`src/rtl/wb_stage_pkg.sv`:
```
// rtl/wb_stage_pkg.sv - shared MIPS pipeline encodings used by the write-back stage
package mips_defs;

  localparam logic [1:0] WD_SEL_ALU  = 2'd0;
  localparam logic [1:0] WD_SEL_MEM  = 2'd1;
  localparam logic [1:0] WD_SEL_PC8  = 2'd2;
  localparam logic [1:0] WD_SEL_HILO = 2'd3;

  localparam logic [2:0] LD_LW  = 3'd0;
  localparam logic [2:0] LD_LB  = 3'd1;
  localparam logic [2:0] LD_LBU = 3'd2;
  localparam logic [2:0] LD_LH  = 3'd3;
  localparam logic [2:0] LD_LHU = 3'd4;

  localparam logic [31:0] RESET_PC_DEFAULT = 32'h0000_3000;

endpackage

```
`src/rtl/wb_stage_if.sv`:
```
// rtl/wb_stage_if.sv - M-stage bundle in, regfile write port and status out
interface wb_stage_if;
  logic        valid_m;
  logic        bubble;
  logic [31:0] pc_m;
  logic        we_m;
  logic [4:0]  a3_m;
  logic [1:0]  wd_sel_m;
  logic [2:0]  ld_type_m;
  logic [1:0]  addr_lo_m;
  logic [31:0] alu_m;
  logic [31:0] mem_m;
  logic [31:0] hilo_m;

  logic        we_w;
  logic [4:0]  a3_w;
  logic [31:0] wd_w;
  logic [31:0] pc_w;
  logic        exc_w;
  logic [31:0] retired_cnt;

  modport master (
    output valid_m, bubble, pc_m, we_m, a3_m, wd_sel_m, ld_type_m, addr_lo_m,
           alu_m, mem_m, hilo_m,
    input  we_w, a3_w, wd_w, pc_w, exc_w, retired_cnt
  );

  modport slave (
    input  valid_m, bubble, pc_m, we_m, a3_m, wd_sel_m, ld_type_m, addr_lo_m,
           alu_m, mem_m, hilo_m,
    output we_w, a3_w, wd_w, pc_w, exc_w, retired_cnt
  );
endinterface

```
`src/rtl/wb_stage_load_ext.sv`:
```
// rtl/wb_stage_load_ext.sv - little-endian load alignment/extension and misalignment detect
module load_ext
  import mips_defs::*;
(
  input  logic [31:0] mem,
  input  logic [1:0]  addr_lo,
  input  logic [2:0]  ld_type,
  output logic [31:0] data,
  output logic        misalign
);

  logic [7:0]  byte_sel;
  logic [15:0] half_sel;

  always_comb begin
    byte_sel = mem[{addr_lo, 3'b000} +: 8];
    half_sel = addr_lo[1] ? mem[31:16] : mem[15:0];
    data     = mem;
    misalign = 1'b0;
    case (ld_type)
      LD_LB:  data = {{24{byte_sel[7]}}, byte_sel};
      LD_LBU: data = {24'd0, byte_sel};
      LD_LH: begin
        data     = {{16{half_sel[15]}}, half_sel};
        misalign = addr_lo[0];
      end
      LD_LHU: begin
        data     = {16'd0, half_sel};
        misalign = addr_lo[0];
      end
      // LW and the unused encodings 5-7 behave as a full-word load
      default: begin
        data     = mem;
        misalign = (addr_lo != 2'd0);
      end
    endcase
  end

endmodule

```
`src/rtl/wb_stage.sv`:
```
// rtl/wb_stage.sv - M/W pipeline register, result mux, regfile write enable, retire counter
module wb_stage
  import mips_defs::*;
#(
  parameter logic [31:0] RESET_PC = RESET_PC_DEFAULT
) (
  input  logic      clk,
  input  logic      reset,
  wb_stage_if.slave bus
);

  logic        valid_r;
  logic        we_r;
  logic [4:0]  a3_r;
  logic [1:0]  sel_r;
  logic [2:0]  ld_r;
  logic [1:0]  lo_r;
  logic [31:0] pc_r;
  logic [31:0] alu_r;
  logic [31:0] mem_r;
  logic [31:0] hilo_r;
  logic [31:0] cnt_r;

  logic        capture;
  logic [31:0] ld_data;
  logic        ld_misalign;
  logic        exc;

  assign capture = bus.valid_m & ~bus.bubble;

  always_ff @(posedge clk or posedge reset) begin
    if (reset) begin
      valid_r <= 1'b0;
      we_r    <= 1'b0;
      a3_r    <= 5'd0;
      sel_r   <= WD_SEL_ALU;
      ld_r    <= LD_LW;
      lo_r    <= 2'd0;
      pc_r    <= RESET_PC;
      alu_r   <= 32'd0;
      mem_r   <= 32'd0;
      hilo_r  <= 32'd0;
      cnt_r   <= 32'd0;
    end else begin
      valid_r <= capture;
      we_r    <= capture & bus.we_m;
      a3_r    <= capture ? bus.a3_m : 5'd0;
      // A nop selects ALU so it can never raise a misalignment fault
      sel_r   <= capture ? bus.wd_sel_m : WD_SEL_ALU;
      ld_r    <= bus.ld_type_m;
      lo_r    <= bus.addr_lo_m;
      if (capture) pc_r <= bus.pc_m;
      alu_r   <= bus.alu_m;
      mem_r   <= bus.mem_m;
      hilo_r  <= bus.hilo_m;
      if (valid_r & ~exc) cnt_r <= cnt_r + 32'd1;
    end
  end

  load_ext u_load_ext (
    .mem      (mem_r),
    .addr_lo  (lo_r),
    .ld_type  (ld_r),
    .data     (ld_data),
    .misalign (ld_misalign)
  );

  assign exc = valid_r & (sel_r == WD_SEL_MEM) & ld_misalign;

  always_comb begin
    bus.wd_w = alu_r;
    case (sel_r)
      WD_SEL_MEM:  bus.wd_w = ld_data;
      WD_SEL_PC8:  bus.wd_w = pc_r + 32'd8;
      WD_SEL_HILO: bus.wd_w = hilo_r;
      default:     bus.wd_w = alu_r;
    endcase
  end

  assign bus.we_w        = valid_r & we_r & (a3_r != 5'd0) & ~exc;
  assign bus.a3_w        = a3_r;
  assign bus.pc_w        = pc_r;
  assign bus.exc_w       = exc;
  assign bus.retired_cnt = cnt_r;

endmodule

```
`src/flat_wrapper.sv`:
```
// flat-port wrapper written by rule: the top's interface ports become plain ports
module wb_stage_flat import mips_defs::*;
#(
  parameter logic [31:0] RESET_PC = RESET_PC_DEFAULT
)
  (clk, reset, bus_valid_m, bus_bubble, bus_pc_m, bus_we_m, bus_a3_m, bus_wd_sel_m, bus_ld_type_m, bus_addr_lo_m, bus_alu_m, bus_mem_m, bus_hilo_m, bus_we_w, bus_a3_w, bus_wd_w, bus_pc_w, bus_exc_w, bus_retired_cnt);
  wb_stage_if bus_i ();
  input  logic clk;
  input  logic reset;
  input wire logic [$bits(bus_i.valid_m)-1:0] bus_valid_m;
  input wire logic [$bits(bus_i.bubble)-1:0] bus_bubble;
  input wire logic [$bits(bus_i.pc_m)-1:0] bus_pc_m;
  input wire logic [$bits(bus_i.we_m)-1:0] bus_we_m;
  input wire logic [$bits(bus_i.a3_m)-1:0] bus_a3_m;
  input wire logic [$bits(bus_i.wd_sel_m)-1:0] bus_wd_sel_m;
  input wire logic [$bits(bus_i.ld_type_m)-1:0] bus_ld_type_m;
  input wire logic [$bits(bus_i.addr_lo_m)-1:0] bus_addr_lo_m;
  input wire logic [$bits(bus_i.alu_m)-1:0] bus_alu_m;
  input wire logic [$bits(bus_i.mem_m)-1:0] bus_mem_m;
  input wire logic [$bits(bus_i.hilo_m)-1:0] bus_hilo_m;
  output wire logic [$bits(bus_i.we_w)-1:0] bus_we_w;
  output wire logic [$bits(bus_i.a3_w)-1:0] bus_a3_w;
  output wire logic [$bits(bus_i.wd_w)-1:0] bus_wd_w;
  output wire logic [$bits(bus_i.pc_w)-1:0] bus_pc_w;
  output wire logic [$bits(bus_i.exc_w)-1:0] bus_exc_w;
  output wire logic [$bits(bus_i.retired_cnt)-1:0] bus_retired_cnt;
  assign bus_i.valid_m = bus_valid_m;
  assign bus_i.bubble = bus_bubble;
  assign bus_i.pc_m = bus_pc_m;
  assign bus_i.we_m = bus_we_m;
  assign bus_i.a3_m = bus_a3_m;
  assign bus_i.wd_sel_m = bus_wd_sel_m;
  assign bus_i.ld_type_m = bus_ld_type_m;
  assign bus_i.addr_lo_m = bus_addr_lo_m;
  assign bus_i.alu_m = bus_alu_m;
  assign bus_i.mem_m = bus_mem_m;
  assign bus_i.hilo_m = bus_hilo_m;
  assign bus_we_w = bus_i.we_w;
  assign bus_a3_w = bus_i.a3_w;
  assign bus_wd_w = bus_i.wd_w;
  assign bus_pc_w = bus_i.pc_w;
  assign bus_exc_w = bus_i.exc_w;
  assign bus_retired_cnt = bus_i.retired_cnt;
  wb_stage #(.RESET_PC(RESET_PC)) u_core (.clk(clk), .reset(reset), .bus(bus_i));
endmodule
```
`config.mk`:
```
export PLATFORM = sky130hd
export DESIGN_NAME = wb_stage_flat
export DESIGN_NICKNAME = d
export VERILOG_FILES = /design/src/rtl/wb_stage_pkg.sv /design/src/rtl/wb_stage_if.sv /design/src/rtl/wb_stage_load_ext.sv /design/src/rtl/wb_stage.sv /design/src/flat_wrapper.sv
export SDC_FILE = /design/constraint.sdc
export NUM_CORES = 1
export LEC_CHECK = 0
export ABC_AREA = 1
export CAP_MARGIN = 20
export CELL_PAD_IN_SITES_DETAIL_PLACEMENT = 0
export CELL_PAD_IN_SITES_GLOBAL_PLACEMENT = 1
export CORE_MARGIN = 3
export CORE_UTILIZATION = 41
export CTS_BUF_LIST = sky130_fd_sc_hd__clkbuf_4 sky130_fd_sc_hd__clkbuf_8 sky130_fd_sc_hd__clkbuf_16
export CTS_CLUSTER_SIZE = 24
export DETAILED_ROUTE_END_ITERATION = 7
export DONT_BUFFER_PORTS = 1
export PLACE_DENSITY_LB_ADDON = 0.08
export SLEW_MARGIN = 40
export SYNTH_ARGS = -nofsm -noshare
export SYNTH_HDL_FRONTEND = slang
export SYNTH_SLANG_ARGS = --single-unit
```
`constraint.sdc`:
```
create_clock -name clk -period 5.22 [get_ports clk]
set_clock_uncertainty 0.2 [all_clocks]
set_input_delay 0.522 -clock clk [delete_from_list [all_inputs] [get_ports clk]]
set_output_delay 0.522 -clock clk [all_outputs]
set_load 0.005 [all_outputs]
```
==> impl_metrics.env <==
export IMPL_nNetsFinal=1372
export IMPL_async_reset_ff_frac=1.00
export IMPL_seqCellArea_sq_mm=0.00436
export IMPL_path_cells="inv_2 -> nand3_1 -> nand2_1 -> nand2_2 -> nand3_2 -> nand2_1 -> nand4_1"
export IMPL_power_share_clock=0.404
export IMPL_initial_utilization=0.426
export IMPL_synth_edf_count=0
export IMPL_htreeDepth=4
export IMPL_finalCritPeriodShare=0.616
export IMPL_die_w_um=150
export IMPL_reg2reg_depth=6
export IMPL_clk_pin_slew_ns=0.07
export IMPL_post_cts_buffers=0
export IMPL_syn_nets=1254
export IMPL_crit_slowest_cell="dfrtp_1"
export IMPL_num_rows=51
export IMPL_yosysMostFrequentCell="nand2_1"
export IMPL_antenna_found_initial=1
export IMPL_switching_share=0.306
export IMPL_hold_path_class="input pin to register"
export IMPL_crit_end="bus_wd_w[31]"
export IMPL_wl_per_cell_um=18.4
export IMPL_ff2ff_setup_slack_ns=2.95
export IMPL_finalSetupTns_ns=0
export IMPL_n_fill_cell=1948
export IMPL_grtUsageTotal=0.251
export IMPL_yosys_warnings=0
export IMPL_critical_path_required_ns=4.50
export IMPL_worstReg2RegStart="u_core.valid_r$_DFF_PP0_"
export IMPL_cp_common_cell="nand2_1"
export IMPL_vdd_drop_max_v=0.000217
export IMPL_ys_seq_area_frac=0.513
export IMPL_root_buffer="clkbuf_16"
export IMPL_powerDensity_mw_per_mm2=305
export IMPL_synth_top_area_share=0.507
export IMPL_slew_headroom=0.518
export IMPL_firstDrtPassIters=5
export IMPL_hold_viol=0
export IMPL_grt_max_degree=99
export IMPL_tightest_slew_ns=0.723
export IMPL_combPwrFrac=0.119
export IMPL_worstSetupStartpoint="u_core.lo_r[1]$_DFF_PP0_"
export IMPL_dp_final_hpwl_mm=20.6
export IMPL_clock_latency_ns=0.43
export IMPL_drc=0
export IMPL_cts_path_max_buffers=2
export IMPL_critPathBufInv=1
export IMPL_via_per_inst=4.95
export IMPL_fmax_mhz=311
export IMPL_ant_nets=0
export IMPL_drt_total_wl_mm=27.7
export IMPL_layout_min_cycle_time_ns=3.21
export IMPL_cts_tree="yes"
export IMPL_first_global_vias=7483
export IMPL_multi_input_area_sq_mm=0.00361
export IMPL_synthTopCellsByArea="dfrtp_1 (51%), nand2_1 (20%), nor2_1 (5.4%)"
export IMPL_status="completed"
export IMPL_power_frac_seq=0.477
export IMPL_place_inst=1344
export IMPL_port_buffers=0
export IMPL_dieArea_sq_mm=0.0225
export IMPL_drtIter0Drc=572
export IMPL_die_y_um=150
export IMPL_ys_types=37
export IMPL_synth_ff_type="dfrtp_1"
export IMPL_r2r_end="u_core.bus.retired_cnt[29]$_DFFE_PP0P_"
export IMPL_synthCells=1107
export IMPL_drive_above_1_share=0.0533
export IMPL_crit_arrival_ns=2.49
export IMPL_finalSetupViolCount=0
export IMPL_rsz0062_at_grt="false"
export IMPL_worst_path_dominant_cell_family="simple AND/OR/NAND/NOR gates"
export IMPL_synthesis_area_sq_mm=0.00849
export IMPL_p_switching_mw=0.991
export IMPL_critPathLaunchType="register"
export IMPL_grt_pass1_wl_mm=43.2
export IMPL_p_leak_nw=4.91
export IMPL_layout_cells_non_filler=1504
export IMPL_gr_total_overflow=0
export IMPL_gp_congestion=0.907
export IMPL_path_class="register to output pin"
export IMPL_setup_worst_path_end_class="output pin"
export IMPL_numClockSinks=174
export IMPL_cp_depth=7
export IMPL_cts_buffers=17
export IMPL_coreArea_sq_mm=0.0199
export IMPL_ys_top_cells_by_count="nand2_1 (441), dfrtp_1 (172), nor2_1 (121)"
export IMPL_cap_viol_max_count=0
export IMPL_slew_viol_final=0
export IMPL_intPower_mw=2.25
export IMPL_critical_path_max_stage_delay_ns=0.67
export IMPL_io_pins=248
export IMPL_timing_hold_ws_ns=0.0212
export IMPL_syn_avg_cell_area_sq_um=7.67
export IMPL_areaGrowthSynthToFinish_pct=25.2
export IMPL_vias=7447
export IMPL_synth_seq_cells=174
export IMPL_synth_largest_area_cell="dfrtp_1"
export IMPL_cp_max_fo=18
## stage by stage
step | setup WS [ns] | area, sq um | total power [mW] | util
floorplan | 2.27 | 8490 | 1.77 | -
global placement | 2.38 | 8710 | 1.87 | 0.438
detailed placement | 2.45 | 8740 | 1.88 | 0.439
CTS | 1.98 | 10600 | 3.26 | 0.533
global route | 1.78 | 10600 | 3.40 | 0.534
finish | 2.01 | 10600 | 3.24 | 0.534
## registers in the layout, summed over array words and instances, names as in the netlist
register                cells
u_core.alu_r               32
u_core.bus.retired_cnt     32
u_core.valid_r              1
u_core.lo_r                 2
u_core.mem_r               32
u_core.sel_r                2
u_core.we_r                 1
u_core.ld_r                 3
u_core.bus.a3_w             5
u_core.hilo_r              32
u_core.bus.pc_w            32
## cell type report
cell class,instances,share of cell area
Sequential cell,174,0.410
Multi-Input combinational cell,801,0.340
Timing Repair Buffer,132,0.126
Clock buffer,17,0.0400
Inverter,99,0.0353
Tap cell,265,0.0312
Clock inverter,15,0.0172
Antenna cell,1,0.000236
## power groups by stage
stage	clock (mW)	sequential [mW]	combinational, mW
CTS	1.33	1.54	0.390
global route	1.40	1.56	0.440
detailed placement	0	1.57	0.308
floorplan	0	1.53	0.238
global placement	0	1.57	0.305
finish	1.31	1.54	0.387
## timing repair
action                    4_1_cts  5_1_grt
hold endpoints to repair      200        0
resized for setup               0        0
hold buffers                  127        0
## placed cells by master, fill, tap and decap left out, types with 3 or more instances in the layout
| cell | n |
|---|---|
| a21oi_1 | 27 |
| xnor2_1 | 4 |
| dfrtp_1 | 172 |
| a22o_1 | 4 |
| a22oi_1 | 3 |
| nand3b_1 | 8 |
| inv_8 | 6 |
| clkbuf_16 | 17 |
| clkinv_8 | 4 |
| nand4_1 | 24 |
| nor2_2 | 3 |
| nor2_1 | 119 |
| nand3_1 | 77 |
| dlygate4sd3_1 | 127 |
| nand2_4 | 3 |
| o21ai_0 | 37 |
| xor2_1 | 24 |
| o21bai_1 | 6 |
| buf_4 | 3 |
| nand2_2 | 4 |
| nand2_1 | 440 |
| inv_1 | 91 |
| inv_2 | 7 |
## cell families (layout without fill, tap and decap cells)
| group | after synthesis | count (layout) | synth area share |
|---|---|---|---|
| compound gates | 84 | 84 | 0.0587 |
| xor+xnor | 28 | 28 | 0.0289 |
| fa+ha+maj | 2 | 2 | 0.00295 |
| buf+inv | 132 | 263 | 0.0628 |
| flops | 174 | 174 | 0.513 |
| other cells | 0 | 1 | 0 |
| simple gates | 687 | 687 | 0.333 |
## routing by layer
layer / global-route usage / up-vias / wire, um
met1: 0.358 / 3471 / 12900
li1: - / 3704 / -
met3: 0.0681 / 26 / 1940
met2: 0.386 / 246 / 12400
met4: 0.0549 / 0 / 403
met5: 0 / - / 0
## worst reg2reg max path: stages, from the launching register on
cell and delay [ns]:
dfrtp_1 0.81, inv_2 0.15, a211oi_4 0.35, nand2_4 0.20
nand2_4 0.32, nand2_1 0.10, nand2_1 0.08
## how the worst min path moves through the flow
| stage | depth (start not counted) | to | startpoint |
|---|---|---|---|
| 2_1_floorplan | 2 | u_core.bus.pc_w[13]$_DFFE_PP1P_ | u_core.bus.pc_w[13]$_DFFE_PP1P_ |
| 3_3_place_gp | 2 | u_core.bus.pc_w[12]$_DFFE_PP1P_ | u_core.bus.pc_w[12]$_DFFE_PP1P_ |
| 3_5_place_dp | 2 | u_core.bus.pc_w[12]$_DFFE_PP1P_ | u_core.bus.pc_w[12]$_DFFE_PP1P_ |
| 4_1_cts | 2 | u_core.bus.pc_w[24]$_DFFE_PP0P_ | bus_pc_m[24] |
| 5_1_grt | 2 | u_core.bus.pc_w[8]$_DFFE_PP0P_ | bus_pc_m[8] |
| 6_report | 2 | u_core.bus.pc_w[8]$_DFFE_PP0P_ | bus_pc_m[8] |
Note: power is estimated with default switching activity, not from simulation.
